## src/rtl/rr_lock_arbiter.sv

```systemverilog
// N-way round-robin arbiter with grant locking: an owner keeps the shared port
// until it releases, or until its hold budget expires while someone else waits.
module rr_lock_arbiter #(
  parameter int N        = 2,
  parameter int MAX_HOLD = 4
) (
  input  logic                 clk,
  input  logic                 reset,
  input  logic [N-1:0]         req,
  output logic [N-1:0]         grant,
  output logic                 grant_valid,
  output logic [$clog2(N)-1:0] grant_id
);

  // state | meaning
  // IDLE  | no grant outstanding
  // BUSY  | grant_id owns the port; hold_cnt counts its consecutive cycles

  localparam int IW = $clog2(N);
  localparam int HW = (MAX_HOLD > 0) ? $clog2(MAX_HOLD + 1) : 1;

  typedef enum logic {IDLE, BUSY} state_t;

  state_t        state;
  logic [IW-1:0] ptr;
  logic [HW-1:0] hold_cnt;

  logic [N-1:0]  req_oth;
  logic          others;
  logic          ptr_hit, pre_hit;
  logic [IW-1:0] ptr_win, pre_win, pi, oi;
  logic          do_issue, do_idle;
  logic [IW-1:0] win;
  logic [HW-1:0] hold_nxt;

  function automatic logic [N-1:0] onehot(input logic [IW-1:0] i);
    onehot    = '0;
    onehot[i] = 1'b1;
  endfunction

  function automatic logic [IW-1:0] nxt(input logic [IW-1:0] i);
    nxt = (i == IW'(N - 1)) ? '0 : i + 1'b1;
  endfunction

  assign req_oth = req & ~grant;
  assign others  = |req_oth;

  // ptr search is used for fresh and release arbitration; the owner-masked
  // search starting after the owner is used for preemption.
  always_comb begin
    ptr_hit = 1'b0;
    ptr_win = '0;
    pre_hit = 1'b0;
    pre_win = '0;
    pi      = '0;
    oi      = '0;
    for (int k = 0; k < N; k++) begin
      pi = IW'((int'(ptr) + k) % N);
      oi = IW'((int'(grant_id) + 1 + k) % N);
      if (!ptr_hit && req[pi]) begin
        ptr_hit = 1'b1;
        ptr_win = pi;
      end
      if (!pre_hit && req_oth[oi]) begin
        pre_hit = 1'b1;
        pre_win = oi;
      end
    end
  end

  always_comb begin
    do_issue = 1'b0;
    do_idle  = 1'b0;
    win      = ptr_win;
    hold_nxt = hold_cnt;
    case (state)
      IDLE: do_issue = ptr_hit;
      BUSY: begin
        if (!req[grant_id]) begin
          do_issue = ptr_hit;
          do_idle  = !ptr_hit;
        end else if (MAX_HOLD != 0 && hold_cnt == HW'(MAX_HOLD) && others) begin
          do_issue = 1'b1;
          win      = pre_win;
        end else if (!others) begin
          hold_nxt = HW'(1);
        end else if (MAX_HOLD != 0 && hold_cnt != HW'(MAX_HOLD)) begin
          hold_nxt = hold_cnt + 1'b1;
        end
      end
      default: do_idle = 1'b1;
    endcase
  end

  always_ff @(posedge clk) begin
    if (reset) begin
      state       <= IDLE;
      grant       <= '0;
      grant_valid <= 1'b0;
      grant_id    <= '0;
      ptr         <= '0;
      hold_cnt    <= '0;
    end else if (do_issue) begin
      state       <= BUSY;
      grant       <= onehot(win);
      grant_valid <= 1'b1;
      grant_id    <= win;
      ptr         <= nxt(win);
      hold_cnt    <= HW'(1);
    end else if (do_idle) begin
      state       <= IDLE;
      grant       <= '0;
      grant_valid <= 1'b0;
      grant_id    <= '0;
      hold_cnt    <= '0;
    end else begin
      hold_cnt    <= hold_nxt;
    end
  end

endmodule

```

## config.mk

```make
export PLATFORM = sky130hd
export DESIGN_NAME = rr_lock_arbiter
export DESIGN_NICKNAME = d
export VERILOG_FILES = /design/src/rtl/rr_lock_arbiter.sv
export SDC_FILE = /design/constraint.sdc
export NUM_CORES = 1
export LEC_CHECK = 0
export ABC_CLOCK_PERIOD_IN_PS = 3500
export BUFFER_PORTS_ARGS = -buffer_cell sky130_fd_sc_hd__buf_2
export CORE_AREA = 2 2 39 41
export CTS_BUF_LIST = sky130_fd_sc_hd__clkbuf_8
export CTS_CLUSTER_DIAMETER = 80
export DETAILED_ROUTE_END_ITERATION = 7
export DIE_AREA = 0 0 41 43
export SYNTH_ARGS = -nofsm -noshare
export SYNTH_HDL_FRONTEND = slang
export SYNTH_SLANG_ARGS = --single-unit
```

## constraint.sdc

```tcl
create_clock -name clk -period 3.5 [get_ports clk]
set_clock_uncertainty 0.05 [all_clocks]
set_input_delay 0.7 -clock clk [delete_from_list [all_inputs] [get_ports clk]]
set_output_delay 0.7 -clock clk [all_outputs]
set_load 0.02 [all_outputs]
```

---- After elaboration in Yosys (flattened, before gate mapping) ----
Index checks and enable logic that the tools add are counted.
storage, ports and cells
  bits of input ports ..................... 4
  logic and storage cells ................. 81
  bits in registers ....................... 8
  output and inout bits ................... 4
cells by class
  add/subtract/negate cells ............... 5
  order comparisons ....................... 7
  equal/unequal tests ..................... 5
  multiplexer cells ....................... 40
  bitwise operators ....................... 4
  reduce and logical (&&, ||, !) cells .... 14
operators with widths
  kind                                                count
  2-to-1 mux 1 bit                                    34
  < comparator 1 x 2 -> 1 bit, second input constant  6
  AND reduction 4 bit                                 2
  2-to-1 mux 3 bit                                    2
  != test 3 bit, second input constant                2
  nonzero test 3 bit                                  2
  adder 1 bit, second input constant                  4
  logical AND 1 bit                                   4
  2-to-1 mux 2 bit                                    2
  != test 4 x 1 -> 1 bit, second input constant       1
  adder 3 x 1 -> 3 bit, second input constant         1
  equality test 3 bit, second input constant          1
  logical NOT 1 bit                                   3
  OR reduction 3 bit                                  1
  AND 2 bit                                           1
  != test 2 x 1 -> 1 bit, second input constant       1
  NOT 1 bit                                           2
  NOT 2 bit                                           1
  case mux 1 bit (2 select lines)                     1
  nonzero test 2 bit                                  1
  OR reduction 2 bit                                  1
  demux 1 bit (select 1 bit)                          1
  >= comparator 1 bit, second input constant          1

---- Longest topological paths before layout ----
Gate-level depths: netlist (run 1).
  word-level depth ........................ 16
  mapped depth ............................ 6
  mapped depth without buffers ............ 6

---- Least setup slack after synthesis (run 1) ----
OpenSTA, ideal clock, no wires.
  kind .................................... input port to flip-flop
  from .................................... input req[1]
  to ...................................... register grant[0]
  data required time ...................... 3,355 ps
  arrival ................................. 1,388 ps
  stages .................................. 4
  setup time .............................. 95 ps
  path buffers ............................ 0
  slack ................................... 1,966 ps
  cell sequence ........................... and4bb_2 -> o21ai_0 -> or2_2 -> o311ai_1
between the ends
  longest elaborated chain between the ends .. 15
  elaborated cells between the ends (all ways) .. 40
  those cells by class .................... order compare: 2; mux: 28; bitwise: 1; reduce/logical: 9
ends and longest elaborated chain
  element                                                                                   line  source
  from (decl)                                                                               9     input logic [N-1:0] req,
  AND 2 bit                                                                                 45    assign req_oth = req & ~grant;
  2-to-1 mux 1 bit (not written as such) (2 in series)                                      64    if (!pre_hit && req_oth[oi]) begin
  2-to-1 mux 1 bit                                                                          64
  logical NOT 1 bit                                                                         64
  logical AND 1 bit                                                                         64
  2-to-1 mux 1 bit                                                                          64
  2-to-1 mux 1 bit                                                                          82    end else if (MAX_HOLD != 0 && hold_cnt == HW'(MAX_HOLD) && others) begin
  2-to-1 mux 1 bit                                                                          79    if (!req[grant_id]) begin
  2-to-1 mux 1 bit                                                                          76    case (state)
  < comparator 1 x 2 -> 1 bit (not written as such) or >= comparator 1 bit (tied branches)  38    onehot[i] = 1'b1;
  logical AND 1 bit (not written as such)                                                   38
  2-to-1 mux 1 bit (not written as such)                                                    38
  demux 1 bit (select 1 bit)                                                                38
  2-to-1 mux 2 bit                                                                          103   end else if (do_issue) begin
  to (signal assigned)                                                                      105   grant <= onehot(win);
  to (decl)                                                                                 10    output logic [N-1:0] grant,
Several ways; a longest one is shown, not always the timed one. The select of a mux whose other input is x is not followed.
A chain may end at the register's enable or synchronous reset.

==> impl_metrics.csv, run 1 <==
group,metric,value,unit
power,p_switching,0.0667,mW
setup_path,cp-end-kind,"output pin",
grt,met1_usage,0.135,
job,drv_cap,0,
logic_synthesis,synth_top_area_share,0.322,
setup_path,crit_arrival,0.86,ns
logic_synthesis,synth_ff_type,"dfxtp_1",
sta,setup_violations,0,
cells_and_area,num_antenna_cells,0,
placement,place_congestion,0.722,
cells_and_area,final_nets,68,
setup_path,critPathKind,"reg -> out",
setup_path,worst-path-stages,1,
cells_and_area,drive_gt1_frac,0.246,
placement,portBuffers,7,
grt,grt_overflow,0,
sta,relSlewSlack,0.778,
power,internal-power,0.178,mW
clock_tree,ctsHoldBuffers,0,
min_path,worstHoldStart,"hold_cnt[1]",
sta,max_freq,623,MHz
logic_synthesis,synth.most_common_cell,"dfxtp_1",
setup_path,path_delay_family,"flip-flops",
logic_synthesis,yosys-top-cells-area,"dfxtp_1, a21oi_1, ha_1",
sta,timing.final.hold_violations,0,
logic_synthesis,synth_cell_type_count,24,
setup_path,r2r-end,"grant[0]",
detailed_routing,vias_per_cell,5.17,
grt,grtUsageTotal,0.126,
logic_synthesis,synthCells,51,
clock_tree,cts_root_buf,"clkbuf_8",
logic_synthesis,yosysSeqAreaShare,0.322,
outcome,run_status,"completed",
detailed_routing,post-route-drc-count,0,
clock_tree,clock-sinks,7,
setup_path,startpoint_type,"flop",
placement,place_ws,1.74,ns
setup_path,crit_required,2.75,ns
setup_path,rrSetupSlack,1.98,ns
power,power.share.clock,0.465,
min_path,hold_path.class,"reg -> reg",
setup_path,worstPathMaxFanout,7,
power,power.density,463,mW/mm2
grt,grt_pass1_vias,357,
sta,rsz0062_at_grt,"no",
grt,grt_first_pass_wirelength,1410,um
power,sw_frac_of_total,0.273,
sta,period_needed,1.61,ns
detailed_routing,firstDrtPassIters,4,
power,ir_drop,0.156,mV
grt,top_usage_layer,"met2",
cells_and_area,area_growth,21.3,%
setup_path,r2r-start,"hold_cnt[0]",
logic_synthesis,async_flop_share,0,
sta,min_period_over_period,0.459,
clock_tree,cts_setup_buffers,0,
floorplanning,die_area,0.00176,mm2
clock_tree,cts_made_buffers,3,
logic_synthesis,yosysTopAreaCell,"dfxtp_1",
clock_tree,clk_latency,0.23,ns
floorplanning,fp.dieH,43,um
power,seqPwrFrac,0.373,
clock_tree,cts_buffer_depth,2,
setup_path,cp_slowest_stage_delay,0.42,ns
logic_synthesis,synthesis.area,435,um2
setup_path,rr_worst_depth,6,
logic_synthesis,avgSynthCellArea,8.54,um2
detailed_routing,via_count,398,
min_path,hold_end,"hold_cnt[1]",
detailed_routing,wl_per_cell,11.6,um
setup_path,path_buf_inv,1,
logic_synthesis,yosys_warnings,0,
logic_synthesis,synth_nets,57,
sta,worst_slack,1.89,ns
floorplanning,start_util,0.315,
sta,finalSetupTns,0,ns
detailed_routing,drt_iter0_drc,7,
clock_tree,tritoncts,"done",
clock_tree,cts.clk_slew.worst_paths,0.04,ns
logic_synthesis,ys_ff_latch,7,
logic_synthesis,synth_edf_count,0,
detailed_routing,wirelength,894,um
logic_synthesis,synthTopCellsByCount,"dfxtp_1, a21oi_1, inv_1, nand2_1, o21ai_0",
grt,gr-usage-met2,0.175,
placement,place_hpwl,671,um
floorplanning,die_w,41,um
sta,drv_slew,0,
power,p_leak,0.219,nW
floorplanning,core_area,0.00138,mm2
detailed_routing,final_antenna_net_count,0,
setup_path,crit_slowest_cell,"dfxtp_1",
sta,holdWs,0.420,ns
sta,max_slew.worst_pin.slew,0.331,ns
power,combPwrFrac,0.162,
grt,grtUsageMet3,0.0314,
floorplanning,ioPinCount,8,
grt,grt_max_degree,10,
setup_path,worstPathCellList,"buf_2",
floorplanning,rows,14,
clock_tree,ctsResizeCount,0,
grt,grt_antenna_before_repair,0,
clock_tree,cts-htree-levels,1,
min_path,hold_depth,2,
sequential cells by signal, indices dropped and copies added (netlist names):
register and cells:
hold_cnt 3, grant 2, ptr 1, state 1
power groups by stage:
stage	combinational [mW]	sequential (mW)	clock [mW]
2_1_floorplan	0.0253	0.0948	0
4_1_cts	0.0398	0.0910	0.117
3_5_place_dp	0.0396	0.0924	0
5_1_grt	0.0441	0.0921	0.121
3_3_place_gp	0.0401	0.0923	0
6_report	0.0396	0.0910	0.114
layer usage:
metal	routed length, um	vias up
met5	0	-
met4	38	0
met3	38	5
met2	412	10
met1	405	178
li1	-	205
metrics by stage:
step	cells	util	power [mW]	area [um2]
final	77	0.382	0.244	528
after global routing	77	0.382	0.258	528
after CTS	77	0.382	0.248	528
after detailed placement	73	0.349	0.132	483
after global placement	73	0.349	0.132	483
after floorplan	51	-	0.120	435
final cells by class:
class,count,area (um2)
flip-flops and latches,7,140
clock inverters,1,3.75
well taps,16,20.0
repair buffers,7,35.0
fillers,144,856
inverters,4,15.0
multi-input cells,39,273
clock buffers,3,41.3
cells by family after synthesis:
group                    count (synthesis)  share of synthesized area
multiplexers                             1                     0.0230
AND/OR/NAND/NOR                         20                      0.290
flip-flops                               7                      0.322
AO/OA/AOI/OAI                           16                      0.256
adder cells (fa/ha/maj)                  2                     0.0575
buffers and inverters                    5                     0.0517
cells in the final DEF (no fill, tap or decap), types with 2 or more instances in the layout:
cell type  n
a21oi_1    5
buf_2      7
clkbuf_8   3
dfxtp_1    7
ha_1       2
inv_1      5
nand2_1    4
nand2b_1   2
nand4_1    3
nor2_1     2
nor2b_1    3
o21ai_0    4
o311ai_1   2
how the worst max path moves through the flow:
stage | startpoint | endpoint | slack, ns
2_1_floorplan | req[1] | grant[0] | 1.97
3_5_place_dp | req[1] | grant[0] | 1.74
5_1_grt | state | grant_valid | 1.84
4_1_cts | grant[1] | grant[1] | 1.89
6_report | state | grant_valid | 1.89
3_3_place_gp | req[1] | grant[0] | 1.73
Power figures use the tool's default switching activity.
==> run 2: changes to the inputs <==
--- a/config.mk
+++ b/config.mk
@@ -5,7 +5,7 @@
 export SDC_FILE = /design/constraint.sdc
 export NUM_CORES = 1
 export LEC_CHECK = 0
-export ABC_CLOCK_PERIOD_IN_PS = 3500
+export ABC_CLOCK_PERIOD_IN_PS = 1300
 export BUFFER_PORTS_ARGS = -buffer_cell sky130_fd_sc_hd__buf_2
 export CORE_AREA = 2 2 39 41
 export CTS_BUF_LIST = sky130_fd_sc_hd__clkbuf_8
==> constraint.sdc (replaced) <==
create_clock -name clk -period 1.3 [get_ports clk]
set_clock_uncertainty 0.05 [all_clocks]
set_input_delay 0.26 -clock clk [delete_from_list [all_inputs] [get_ports clk]]
set_output_delay 0.26 -clock clk [all_outputs]
set_load 0.02 [all_outputs]
==> run 2 against run 1 <==
- the run now ends with negative setup slack left
- via count increased by 9.8%
- first-iteration DRC count increased by 43%
- setup slack got worse by 1.9 ns
- hold slack worse by 0.14 ns
- combinational power rose to 3.5 times the previous value
- clock power rose to 2.6 times the previous value
- non-clock buffer count is 7 higher
- register-to-register slack got worse by 2.0 ns
- sequential share of layout area is 3.0 points lower
- sequential power grew to 2.7 times the previous value
- critical endpoint is now grant[1]
==> impl_metrics.csv, run 2 (synthesis gave the netlist of run 1 again) <==
group,metric,value,unit
floorplanning,fp.dieH,43,um
floorplanning,die_area,0.00176,mm2
setup_path,r2r-end,"grant[1]",
grt,grt_first_pass_wirelength,1750,um
outcome,failed_checks,"negative setup slack",
cells_and_area,stdcell_count,84,
setup_path,critPathKind,"reg -> reg",
grt,grt_antenna_before_repair,0,
floorplanning,die_w,41,um
clock_tree,cts_root_buf,"clkbuf_8",
clock_tree,clock-sinks,7,
detailed_routing,post-route-drc-count,0,
sta,drv_slew,0,
sta,finalSetupTns,-0.0918,ns
sta,worst_slack,-0.0487,ns
job,drv_cap,0,
setup_path,crit_required,1.42,ns
clock_tree,cts_setup_buffers,0,
placement,dp_cells,80,
placement,portBuffers,7,
cells_and_area,area_growth,40.5,%
setup_path,crit_arrival,1.47,ns
setup_path,startpoint_type,"flop",
sta,min_period_over_period,1.04,
detailed_routing,firstDrtPassIters,4,
setup_path,cp_slowest_stage_delay,0.33,ns
grt,grt_max_degree,10,
power,power.density,1120,mW/mm2
setup_path,worst-path-stages,6,
grt,grtUsageTotal,0.155,
grt,grt_pass1_vias,414,
detailed_routing,vias_per_cell,5.20,
floorplanning,rows,14,
sta,period_needed,1.35,ns
grt,grt_overflow,0,
sta,max_slew.worst_pin.slew,0.299,ns
cells_and_area,top_register,"hold_cnt",
clock_tree,tritoncts,"done",
setup_path,rr_worst_depth,6,
clock_tree,cts-htree-levels,1,
cells_and_area,largest_reg_flops,3,
setup_path,path_delay_family,"simple AND/OR/NAND/NOR gates",
cells_and_area,final_area,612,um2
setup_path,startpoint,"hold_cnt[0]",
power,p_leak,0.257,nW
placement,place_congestion,0.728,
placement,placed_area,542,um2
detailed_routing,wl_per_cell,12.5,um
clock_tree,cts.clk_slew.worst_paths,0.04,ns
setup_path,endpoint,"grant[1]",
setup_path,worstPathCellList,"inv_2 -> ha_4 -> and4bb_2 -> o21ai_2 -> nor2b_2 -> o211a_1",
clock_tree,cts_buffer_depth,2,
floorplanning,core_area,0.00138,mm2
setup_path,crit_slowest_cell,"dfxtp_2",
floorplanning,start_util,0.315,
floorplanning,ioPinCount,8,
setup_path,cp-end-kind,"flop",
sta,relSlewSlack,0.799,
detailed_routing,final_antenna_net_count,0,
cells_and_area,drive_gt1_frac,0.471,
clock_tree,cts_made_buffers,3,
sta,rsz0062_at_grt,"yes",
sta,setup_violations,3,
clock_tree,ctsHoldBuffers,0,
placement,place_hpwl,734,um
cells_and_area,mostFrequentLayoutCells,"buf_2, buf_4, nand2_1, a21oi_1, dfxtp_1",
sta,timing.final.hold_violations,0,
cells_and_area,biggestRegsByFlops,"hold_cnt x3, grant x2",
clock_tree,clk_latency,0.23,ns
detailed_routing,via_count,437,
min_path,hold_path.class,"in -> reg",
setup_path,path_buf_inv,1,
sta,max_freq,741,MHz
cells_and_area,num_antenna_cells,0,
power,ir_drop,0.493,mV
cells_and_area,final_nets,75,
setup_path,rrSetupSlack,-0.05,ns
outcome,run_status,"finished with violations",
setup_path,worstPathMaxFanout,4,
detailed_routing,drt_iter0_drc,10,
detailed_routing,wirelength,1050,um
setup_path,r2r-start,"hold_cnt[0]",
[run 2: changes by cell type in the layout (fill, tap and decap cells not counted), moves of 2 or more]
| cell | change |
|---|---|
| inv_1 | -2 |
| ha_1 | -2 |
| buf_4 | +7 |
| dfxtp_1 | -3 |
| o21ai_0 | -2 |
| dfxtp_2 | +3 |
| inv_2 | +2 |
[run 2: per-stage QoR]
stage / util / setup WS [ns] / power (mW) / hold slack [ns]
2_1_floorplan: - / 0.0116 / 0.326 / 0.279
3_3_place_gp: 0.392 / -0.0390 / 0.373 / 0.454
3_5_place_dp: 0.392 / -0.0531 / 0.374 / 0.449
4_1_cts: 0.436 / 0.000351 / 0.692 / 0.279
5_1_grt: 0.442 / -0.0767 / 0.723 / 0.302
6_report: 0.442 / -0.0487 / 0.686 / 0.282
[run 2: worst min-delay path by stage]
stage | end | startpoint | slack (ns) | cells after the start
final | hold_cnt[1] | reset | 0.28 | 2
after global routing | hold_cnt[1] | reset | 0.30 | 2
after CTS | state | reset | 0.28 | 2
after detailed placement | ptr | ptr | 0.45 | 2
after global placement | ptr | ptr | 0.45 | 2
after floorplan | hold_cnt[2] | reset | 0.28 | 1
[run 2: repair_timing]
action                                  CTS  global route
hold endpoints to repair                  0             0
pin swaps                                 2             1
resized for setup                         6             4
endpoints found under the setup margin    4             5
[run 2: layout make-up]
cell class,instances,area [um2]
clock buffers,3,41.3
clock inverters,1,3.75
fillers,143,772
inverters,4,15.0
multi-input cells,39,300
flip-flops and latches,7,144
well taps,16,20.0
repair buffers,14,87.6
[run 2: worst reg2reg max path: stages, from the launching register on]
cell	delay [ns]
dfxtp_2	0.33
inv_2	0.05
ha_4	0.16
and4bb_2	0.22
o21ai_2	0.15
nor2b_2	0.19
o211a_1	0.15
[run 2: report_power, final]
part | total (mW) | internal, mW | switching, mW | leakage, nW
clock network | 0.302 | 0.204 | 0.0979 | 0.0269
registers | 0.245 | 0.232 | 0.0135 | 0.0588
logic | 0.138 | 0.0630 | 0.0755 | 0.172
[run 2: per-layer routing]
metal  part of all wire  track usage  vias to the layer above  wire, um
met1               0.46        0.177                      197       483
met4              0.042        0.140                        0        44
met2               0.46        0.225                       14       482
met3              0.040       0.0314                        6        42
met5                  0            0                        -         0
li1                   -            -                      220         -
